[config.mk]
export PLATFORM = sky130hd
export DESIGN_NAME = ifu_fetch
export DESIGN_NICKNAME = d
export VERILOG_FILES = /design/src/rtl/ifu_fetch_pkg.sv /design/src/rtl/ifu_pc_reg.sv /design/src/rtl/ifu_fetch.sv
export SDC_FILE = /design/constraint.sdc
export NUM_CORES = 1
export LEC_CHECK = 0
export BUFFER_PORTS_ARGS = -buffer_cell sky130_fd_sc_hd__buf_2
export CORE_ASPECT_RATIO = 0.7
export CORE_MARGIN = 2
export CORE_UTILIZATION = 51
export DETAILED_ROUTE_END_ITERATION = 8
export PLACE_DENSITY = 0.85
export SLEW_MARGIN = 20
export SYNTH_ARGS = -nofsm -noshare
export SYNTH_HDL_FRONTEND = slang
export SYNTH_SLANG_ARGS = --single-unit
[constraint.sdc]
create_clock -name clk -period 6 [get_ports clk]
set_clock_uncertainty 0.2 [all_clocks]
set_input_delay 0 -clock clk [delete_from_list [all_inputs] [get_ports clk]]
set_output_delay 0 -clock clk [all_outputs]
set_load 0.02 [all_outputs]
[src/rtl/ifu_fetch_pkg.sv]
// Shared definitions for the NPC instruction-fetch stage: FSM encoding,
// the NOP used for faulting fetches, and default widths/reset PC.
package ifu_fetch_pkg;

  localparam logic [2:0] ST_IDLE  = 3'd0;
  localparam logic [2:0] ST_REQ   = 3'd1;
  localparam logic [2:0] ST_WAIT  = 3'd2;
  localparam logic [2:0] ST_HOLD  = 3'd3;
  localparam logic [2:0] ST_DRAIN = 3'd4;

  localparam logic [31:0] NOP_INS          = 32'h0000_0013;
  localparam logic [63:0] DEFAULT_RESET_PC = 64'h8000_0000;
  localparam int          INS_W_DEF        = 32;

  // Word fetches need the two low address bits clear.
  function automatic logic pc_misaligned(input logic [1:0] lsb);
    return lsb != 2'b00;
  endfunction

endpackage

[src/rtl/ifu_pc_reg.sv]
// Program counter register for the fetch stage. A redirect wins over the
// sequential +4 step; otherwise the PC holds. Also flags word misalignment.
module ifu_pc_reg
  import ifu_fetch_pkg::*;
#(
  parameter int                ADDR_W   = 64,
  parameter logic [ADDR_W-1:0] RESET_PC = ADDR_W'(DEFAULT_RESET_PC)
) (
  input  logic              clk,
  input  logic              rst,
  input  logic              i_load,
  input  logic [ADDR_W-1:0] i_load_pc,
  input  logic              i_inc,
  output logic [ADDR_W-1:0] o_pc,
  output logic              o_misaligned
);

  logic [ADDR_W-1:0] r_pc;
  logic [ADDR_W-1:0] w_pc_next;

  // Select the next PC: redirect target, sequential step (wraps naturally), or hold.
  always_comb begin
    w_pc_next = r_pc;
    if (i_load) begin
      w_pc_next = i_load_pc;
    end else if (i_inc) begin
      w_pc_next = r_pc + ADDR_W'(4);
    end
  end

  // PC state, reloaded with the boot address on reset.
  always_ff @(posedge clk or posedge rst) begin
    if (rst) begin
      r_pc <= RESET_PC;
    end else begin
      r_pc <= w_pc_next;
    end
  end

  assign o_pc         = r_pc;
  assign o_misaligned = pc_misaligned(r_pc[1:0]);

endmodule

[src/rtl/ifu_fetch.sv]
// Instruction-fetch stage: issues one word read at a time, holds the result
// for the decoder until it is consumed, and squashes work on a redirect.
module ifu_fetch
  import ifu_fetch_pkg::*;
#(
  parameter int                ADDR_W   = 64,
  parameter logic [ADDR_W-1:0] RESET_PC = ADDR_W'(DEFAULT_RESET_PC),
  parameter int                INS_W    = INS_W_DEF
) (
  input  logic              clk,
  input  logic              rst,
  output logic              imem_req_valid,
  input  logic              imem_req_ready,
  output logic [ADDR_W-1:0] imem_req_addr,
  input  logic              imem_resp_valid,
  input  logic [INS_W-1:0]  imem_resp_data,
  input  logic              imem_resp_err,
  output logic              ins_valid,
  input  logic              ins_ready,
  output logic [INS_W-1:0]  ins_data,
  output logic [ADDR_W-1:0] ins_pc,
  output logic              ins_fault,
  input  logic              redirect_valid,
  input  logic [ADDR_W-1:0] redirect_pc
);

  logic [2:0]        r_state;
  logic [2:0]        w_state_next;
  logic [ADDR_W-1:0] w_pc;
  logic              w_misaligned;
  logic              w_pc_inc;
  logic              w_req_fire;

  logic              r_ins_valid;
  logic [INS_W-1:0]  r_ins_data;
  logic [ADDR_W-1:0] r_ins_pc;
  logic              r_ins_fault;

  // Every redirect loads the PC regardless of state; a consumed instruction steps it.
  assign w_pc_inc = (r_state == ST_HOLD) && ins_ready && !redirect_valid;

  ifu_pc_reg #(
    .ADDR_W   (ADDR_W),
    .RESET_PC (RESET_PC)
  ) u_pc_reg (
    .clk          (clk),
    .rst          (rst),
    .i_load       (redirect_valid),
    .i_load_pc    (redirect_pc),
    .i_inc        (w_pc_inc),
    .o_pc         (w_pc),
    .o_misaligned (w_misaligned)
  );

  assign imem_req_valid = (r_state == ST_REQ) && !w_misaligned;
  assign imem_req_addr  = w_pc;
  assign w_req_fire     = imem_req_valid && imem_req_ready;

  // Next-state logic; a redirect with a request already accepted must drain its orphan response.
  always_comb begin
    w_state_next = r_state;
    case (r_state)
      ST_IDLE: w_state_next = ST_REQ;
      ST_REQ: begin
        if (redirect_valid) begin
          w_state_next = w_req_fire ? ST_DRAIN : ST_REQ;
        end else if (w_misaligned) begin
          w_state_next = ST_HOLD;
        end else if (w_req_fire) begin
          w_state_next = ST_WAIT;
        end
      end
      ST_WAIT: begin
        if (redirect_valid) begin
          w_state_next = imem_resp_valid ? ST_REQ : ST_DRAIN;
        end else if (imem_resp_valid) begin
          w_state_next = ST_HOLD;
        end
      end
      ST_HOLD: begin
        if (redirect_valid || ins_ready) begin
          w_state_next = ST_REQ;
        end
      end
      ST_DRAIN: begin
        if (imem_resp_valid) begin
          w_state_next = ST_REQ;
        end
      end
      default: w_state_next = ST_IDLE;
    endcase
  end

  // State register.
  always_ff @(posedge clk or posedge rst) begin
    if (rst) begin
      r_state <= ST_IDLE;
    end else begin
      r_state <= w_state_next;
    end
  end

  // Decoder-facing registers: loaded on a fault or good response, cleared when consumed or squashed.
  always_ff @(posedge clk or posedge rst) begin
    if (rst) begin
      r_ins_valid <= 1'b0;
      r_ins_data  <= '0;
      r_ins_pc    <= '0;
      r_ins_fault <= 1'b0;
    end else begin
      case (r_state)
        ST_REQ: begin
          if (!redirect_valid && w_misaligned) begin
            r_ins_valid <= 1'b1;
            r_ins_data  <= INS_W'(NOP_INS);
            r_ins_pc    <= w_pc;
            r_ins_fault <= 1'b1;
          end
        end
        ST_WAIT: begin
          if (!redirect_valid && imem_resp_valid) begin
            r_ins_valid <= 1'b1;
            r_ins_data  <= imem_resp_err ? INS_W'(NOP_INS) : imem_resp_data;
            r_ins_pc    <= w_pc;
            r_ins_fault <= imem_resp_err;
          end
        end
        ST_HOLD: begin
          if (redirect_valid || ins_ready) begin
            r_ins_valid <= 1'b0;
          end
        end
        default: ;
      endcase
    end
  end

  assign ins_valid = r_ins_valid;
  assign ins_data  = r_ins_data;
  assign ins_pc    = r_ins_pc;
  assign ins_fault = r_ins_fault;

endmodule

# [Word-level counts from Yosys, hierarchy flattened]
# Index checks and enable logic that the tools add are counted.
[word_totals] register_bits=165 latchBits=0 ramBits=0 romBits=0 inputBits=103 out_inout_bits=163 wordCells=59 memories=0
[op_classes] addsub=1 multipliers=0 div=0 n_lt_le_gt_ge=0 n_eq_ne=10 shifts=0 muxes=25 bitwise_logic=0 reduce_logical=17
[ops] op="$mux W64" count=4
[ops] op="$pmux W64 S2" count=1
[ops] op="$mux W32" count=3
[ops] op="$add A64 B3 Y64 const B" count=1
[ops] op="$pmux W32 S2" count=1
[ops] op="$mux W3" count=9
[ops] op="$pmux W3 S5" count=1
[ops] op="$reduce_and A4 Y1" count=2
[ops] op="$eq A3 B2 Y1 const B" count=2
[ops] op="$logic_and A1 B1 Y1" count=6
[ops] op="$reduce_bool A2 Y1" count=3
[ops] op="$mux W1" count=4
[ops] op="$ne A2 B1 Y1 const B" count=2
[ops] op="$ne A2 B2 Y1 const B" count=2
[ops] op="$ne A4 B4 Y1 const B" count=1
[ops] op="$eq A3 B1 Y1 const B" count=1
[ops] op="$eq A3 B3 Y1 const B" count=1
[ops] op="$logic_not A3 Y1" count=1
[ops] op="$ne A3 B3 Y1 const B" count=1
[ops] op="$pmux W1 S3" count=1
[ops] op="$reduce_and A3 Y1" count=1
[ops] op="$reduce_bool A3 Y1" count=1
[ops] op="$logic_not A1 Y1" count=2
[ops] op="$pmux W1 S2" count=1
[ops] op="$logic_or A1 B1 Y1" count=1

# [Depth between registers and ports, before layout]
# Gate-level depths: netlist of the first run.
[depth] depth_word=8 mapped_depth=9 ltp_nobuf=6

# [Hierarchy]
# Synthesis of the first run repeated with hierarchy kept, for this count alone.
[hier_totals] hier_cells=669 area_unflattened_um2=7683.6
[modules_own_cells] mod="ifu_fetch" n_inst=1 cells_each=253 area_per_inst_um2=3961.3
[modules_own_cells] mod="ifu_pc_reg" n_inst=1 cells_each=416 area_per_inst_um2=3722.3

# [Worst setup path before layout of the first run]
# OpenSTA, ideal clock, no wires.
[synth_timing] path_type="register -> register" startpoint="register u_pc_reg.r_pc[10] (netlist: u_pc_reg.o_pc[10])" endpoint="register u_pc_reg.r_pc[35] (netlist: u_pc_reg.o_pc[35])" arrival_time_ps=2283 slack_ps=3448 path_stages_with_launch=7 path_buffers=1 cell_sequence="dfrtp_1 -> nand4_2 -> or4_1 -> buf_2 -> or3_4 -> or4_1 -> nand3_1"
[synth_via] elab_chain_cells=3
[synth_lines] item="start, declared" line_no="ifu_pc_reg.sv:18" source="logic [ADDR_W-1:0] r_pc;"
[synth_lines] item="start signal, assigned" line_no="ifu_pc_reg.sv:36" source="r_pc <= w_pc_next;"
[synth_lines] item="$add A64 B3 Y64" line_no="ifu_pc_reg.sv:27" source="w_pc_next = r_pc + ADDR_W'(4);"
[synth_lines] item="$mux W64" line_no="ifu_pc_reg.sv:26" source="end else if (i_inc) begin"
[synth_lines] item="$mux W64" line_no="ifu_pc_reg.sv:24" source="if (i_load) begin"
# Every way passes these cells. The select of a mux whose other input is x is not followed.
# A chain may end at the register's enable or synchronous reset.

# [Worst setup path in the final report of the first run]
[layout_timing] startpoint="register r_state[0]" endpoint="register u_pc_reg.r_pc[35] (netlist: u_pc_reg.o_pc[35])"
[layout_via] elab_chain_cells=4
[layout_lines] item="start, declared" line_no="ifu_fetch.sv:27" source="logic [2:0] r_state;"
[layout_lines] item="start signal, assigned" line_no="ifu_fetch.sv:99" source="r_state <= w_state_next;"
[layout_lines] item="$eq A3 B2 Y1" line_no="ifu_fetch.sv:40" source="assign w_pc_inc = (r_state == ST_HOLD) && ins_ready && !redirect_valid;"
[layout_lines] item="$logic_and A1 B1 Y1 (2 in series)" line_no="ifu_fetch.sv:40"
[layout_lines] item="$reduce_bool A2 Y1 (no source line)"
# Every way passes these cells.

==> metrics, run 1 <==
Hold Vio Cnt, Final=0; Synth area leaders=dfrtp_1 (53%), mux2_2 (10%), nand2_1 (3.5%); CTS root buf=clkbuf_16; Design Area, Final=around 11000 um^2; highest clock rate=~320 MHz; Min Hold Slack=0.07478 ns; CTS tree=done; Clock Path Buffers=2; Worst Path Max Fanout=12; Worst Tran Pin Value=about 0.94 ns; IO Port Bufs=between 200 and 300; dpl ws=~2.9 ns; commonest non-fill, non-tap cell in the layout=buf_2; crit end category=register; final wirelength=approximately 26000 um; antenna violations before repair=1; vias in the first global route=around 7500; type of the worst setup path=reg -> reg; Final nets=between 1000 and 1500; Synth-to-Final Area Change=44.57%; CTS Buf Count=17; cell taking the most area after synthesis=dfrtp_1; Initial DRC Count=628; RD Place Congestion=0.8972; post-route ant nets=0; Via density=between 5 and 6; Leak Pwr=around 0.0052 uW; first-pass GRT wire length=39270 um; TNS Setup=0 ns; Max Cap Viol=0; H-tree levels=4; Post-synth EDFFs=0; crit path time final=approximately 3.1 ns; row count=37; drt wl/cell=19.57 um; max-slew violations=0; drt drc=0; CTS resizes=0; post-synthesis sequential area ratio=0.5314; first-pass iteration count of the detailed router=5; Clock Pin Slew Worst Setup and Hold Paths=approximately 0.07 ns; Die Wd=between 150 and 200 um; layout cell share with drive strength beyond 1=0.3520; synthesized area=a little under 8000 um^2; most frequent cells in the layout=buf_2 (265), dfrtp_1 (164), dlygate4sd3_1 (134); vias post-DR=about 7600; Max IR drop VDD=~0.00026 V; Yosys top cell area share=0.5280; period utilisation layout=0.5238; post-synth cell types=55; synth warn=0; status=complete, no violations; Yosys reg bits=around 170; placed cell area=approximately 9200 um^2; Post-Synthesis Cells=a little over 700; Slew HR=0.3703; HP Class=in -> async; core area=14810 um^2; PwrDens=~390 nW/um^2; CP arrival=3.30 ns; pin count of the biggest net entering global routing=98; top_reg_cell synth=dfrtp_1; worst path required time=6.16 ns; DP Wirelength=about 16000 um; Clock Latency Late Sink=0.42 ns; CTS sink cnt=165; RSZ-0062 raised after global routing=no; Global Route Usage Sum=0.3125; Syn Nets=between 800 and 900; Setup-failing EPs final=0; Async S/R FF share, synth=1.000; crit path launch type=register; syn avg cell area=approximately 11 um^2; Die ar.=16260 um^2; Ports=~270; Final WS setup=2.857 ns; Starting Density=0.5247; GR Overflow Total=0; die height=around 110 um
## critical path, cell delays in order (launching register included)
cell and delay (ns):
dfrtp_1 0.54, and4b_1 0.50, nand4_1 0.63, or3_4 0.62
or4_1 0.49, nand3_1 0.10
## worst paths after layout
kind,start,end,slack (ns),depth (start not counted)
worst min-delay path,rst,ins_data[5],0.07,3
min in group clk,redirect_valid,u_pc_reg.o_pc[7],0.12,4
max in group asynchronous,rst,u_pc_reg.o_pc[28],4.11,4
worst min register to register,ins_pc[39],ins_pc[39],0.30,1
worst max register to register,r_state[0],u_pc_reg.o_pc[35],2.86,5
worst max-delay path,r_state[0],u_pc_reg.o_pc[35],2.86,5
## report_power, final
part | leakage [uW] | internal, uW | total, uW | switching [uW]
logic | 0.00282 | 648 | 1490 | 845
clock network | 0.000330 | 765 | 1250 | 488
registers | 0.00200 | 1410 | 1640 | 234
total | 0.00516 | 2820 | 4390 | 1570
## cells by family (layout without fill, tap and decap cells)
group           count (synthesis)  in the layout  share of synthesized area
other cells                     0              2                          0
compound gates                122            122                     0.1079
flops                         165            165                     0.5314
buf+inv                        58            449                    0.03107
mux                            72             72                     0.1040
simple gates                  261            261                     0.1813
fa+ha+maj                       1              1                   0.001610
xor+xnor                       38             38                    0.04282
## synth_stat cells (all sizes together) (2+ instances only)
master  number
o31ai       12
dfrtp      164
a22o        29
buf         13
o31a         2
inv         12
and3         5
nor3        10
xor2         8
mux2        70
mux2i        2
or3         12
o21ai       42
nor4bb       2
xnor2       30
nand2       73
or2          5
nand3       29
and4        14
nor4        17
or4         16
nand4       24
o22a         4
nor2        41
o311ai       2
a31oi       16
nand2b       6
clkbuf      33
o211ai       4
nor2b        2
a21oi        3
## metrics by stage
step / util / total power [uW] / instances
floorplan: - / 2535 / 717
global placement: 0.6221 / 2969 / 1137
detailed placement: 0.6221 / 3023 / 1137
CTS: 0.7581 / 4351 / 1303
global route: 0.7584 / 4584 / 1304
finish: 0.7585 / 4385 / 1305
## state kept, by name, summed over array words and instances (netlist names)
register and cells:
ins_valid 1, ins_data 32, r_state 3, ins_fault 1, u_pc_reg.o_pc 64, ins_pc 64
## per-layer routing
layer	global-route usage	up-vias	routed length, um
met2	0.5081	416	12200
met1	0.4053	3705	10260
met5	0	-	0
li1	-	3399	-
met4	0.1270	0	800
met3	0.07415	76	2279
## what timing repair did
action,4_1_cts,5_1_grt
hold buffers,134,0
buffers inserted,0,0
hold endpoints to repair,195,0
## area by class of cell
cell class | instances | area [um^2]
fillers | 969 | 3577
inverters | 12 | 50.05
diodes | 2 | 5.005
flip-flops and latches | 165 | 4130
multi-input cells | 494 | 3422
clock inverters | 14 | 234.0
clock buffers | 18 | 439.2
well taps | 195 | 244.0
repair buffers | 405 | 2713
No activity file was read; power rests on OpenSTA's default activity.
==> run 2: changes to the inputs <==
==> constraint.sdc (replaced) <==
create_clock -name clk -period 3.3 [get_ports clk]
set_clock_uncertainty 0.2 [all_clocks]
set_input_delay 0 -clock clk [delete_from_list [all_inputs] [get_ports clk]]
set_output_delay 0 -clock clk [all_outputs]
set_load 0.02 [all_outputs]
==> metrics, run 2 (synthesis results as in run 1) <==
RD Place Congestion=0.9113 (+1.6%); row count=37 (unchanged); CTS tree=done; CP delay by family, top=simple AND/OR/NAND/NOR gates; Flop pwr share=0.384 (+0.010); GR Overflow Total=0 (unchanged); period utilisation layout=0.8889 (+0.3651); Max IR drop VDD=0.0005307 V (+100%); status=complete, no violations; CP max-delay cell=or3_2; Design Area, Final=11490 um^2 (+2.2%); pin count of the biggest net entering global routing=77 (-21%); type of the worst setup path=reg -> reg; Die ar.=16260 um^2 (unchanged); first-pass iteration count of the detailed router=5 (unchanged); placed cell area=9285 um^2 (+0.75%); Final nets=1231 (+2.7%); CTS root buf=clkbuf_16; placed cells=1143 (+0.53%); HP Class=in -> async; Global Route Usage Sum=0.3357 (+0.02316); RSZ-0062 raised after global routing=no; CP arrival=3.02 ns (-0.28 ns); Leak Pwr=0.005250 uW (+1.8%); Clock Pin Slew Worst Setup and Hold Paths=0.07 ns (about the same); vias in the first global route=7723 (+3.0%); Starting Density=0.5247 (unchanged); Via density=5.764 (-0.98%); clock network fraction of total power=0.257 (-0.029); Non-Filler Instances=1337 (+2.5%); Initial DRC Count=789 (+26%); die height=107.3 um (unchanged); commonest non-fill, non-tap cell in the layout=buf_2; crit path launch type=register; worst path bufs/invs=1 (+1); Psw=2914 uW (+86%); post-route ant nets=0 (unchanged); Worst Path Max Fanout=30 (+18); core area=14810 um^2 (unchanged); final wirelength=27000 um (+5.7%); Max Cap Viol=0 (unchanged); postcts setup bufs=0 (unchanged); CP Cell Sequence=nor2_1, nand2_1, nand2_1, or3_2, a22o_1, dlygate4sd3_1; CTS sink cnt=165 (unchanged); Internal=4880 uW (+73%); worst path required time=3.39 ns (-2.77 ns); antenna violations before repair=1 (unchanged); Hold Vio Cnt, Final=0 (unchanged); IO Port Bufs=265 (unchanged); first-pass GRT wire length=41700 um (+6.2%); CTS Buf Count=17 (unchanged); PwrDens=678.4 nW/um^2 (+74%); Setup-failing EPs final=0 (unchanged); Clock Latency Late Sink=0.42 ns (about the same); Slew HR=0.4377 (+0.06740); most frequent cells in the layout=buf_2 (265), dfrtp_1 (164), dlygate4sd3_1 (160); Final Core Density=0.7755 (+0.01698); crit end category=register; Switching Fraction=0.3739 (+0.01655); drt drc=0 (unchanged); TNS Setup=0 ns (unchanged); Worst Tran Pin Value=0.8417 ns (-0.1029 ns); drt wl/cell=20.19 um (+3.2%); crit path time final=2.933 ns (-0.2094 ns); layout cell share with drive strength beyond 1=0.3474 (-0.004617); most used cell along the critical path=nand2_1; Gate power share=0.359 (+0.019); Min Hold Slack=0.08793 ns (+0.01315 ns); Die Wd=151.6 um (unchanged); Ports=266 (unchanged); Clock Path Buffers=2 (unchanged); vias post-DR=7706 (+1.4%); DP Wirelength=16380 um (+5.0%); flop-to-flop setup slack=0.37 ns (-2.49 ns); highest clock rate=340.9 MHz (+7.1%); max-slew violations=0 (unchanged); CP max stage delay=0.78 ns (+0.15 ns); Synth-to-Final Area Change=47.81%; H-tree levels=4 (unchanged)
==> run 2: cell count changes in the layout (fill, tap and decap cells not counted), sizes merged <==
cell         previous run  this run
clkinvlp                0         3
dlygate4sd3           134       160
bufinv                  5         1
clkinv                  2         5
buf                   271       277
inv                    19        16
clkbuf                 18        19
==> run 2: through the flow <==
step / total power [uW] / worst slack (ns)
final: 7794 / 0.3666
after global routing: 8147 / 0.2267
after CTS: 7706 / 0.3404
after detailed placement: 5517 / 0.6137
after global placement: 5428 / 0.7083
after floorplan: 4610 / 0.7480
==> run 2: what timing repair did <==
action	in CTS	in global routing
setup endpoints to repair	0	0
endpoints found under the hold margin	135	0
resized for setup	0	0
hold buffers	160	0
==> run 2: worst paths after layout <==
path                                     end  cells after the start            start
setup / recovery                ins_data[25]                      6       r_state[0]
hold / removal                    ins_pc[31]                      3              rst
setup reg to reg                ins_data[25]                      6       r_state[0]
hold reg to reg                   ins_pc[62]                      1       ins_pc[62]
max in group asynchronous          ins_valid                      4              rst
min in group clk           u_pc_reg.o_pc[37]                      4  redirect_pc[37]
==> run 2: cell type report <==
cell class              count  area, um^2
clock inverters            13       142.6
repair buffers            437        3043
fillers                   894        3326
diodes                      2       5.005
inverters                  12       48.80
flip-flops and latches    165        4130
multi-input cells         494        3422
clock buffers              19       452.9
well taps                 195       244.0
==> run 2: worst reg2reg max path, delay by kind of cell, from the launching register on <==
kind / cells / cell delay, ns
AND/OR/NAND/NOR: 4 / 1.12
AO/OA/AOI/OAI: 1 / 0.36
buffers and inverters: 1 / 0.59
flip-flops: 1 / 0.53
==> run 2: power by group through the flow <==
stage | combinational [uW] | sequential, uW | clock [uW]
floorplan | 1070 | 3540 | 0
global placement | 2480 | 2950 | 0
detailed placement | 2530 | 2980 | 0
CTS | 2740 | 2950 | 2010
global route | 2990 | 3050 | 2110
finish | 2800 | 2990 | 2000
==> run 2: layer usage <==
layer,track usage,wire length (um),part of all wire,vias to the layer above
met5,0,0,0,-
met4,0.1171,771,0.029,0
met3,0.08263,2489,0.092,70
met2,0.5524,13070,0.48,435
met1,0.4363,10670,0.40,3743
li1,-,-,-,3458
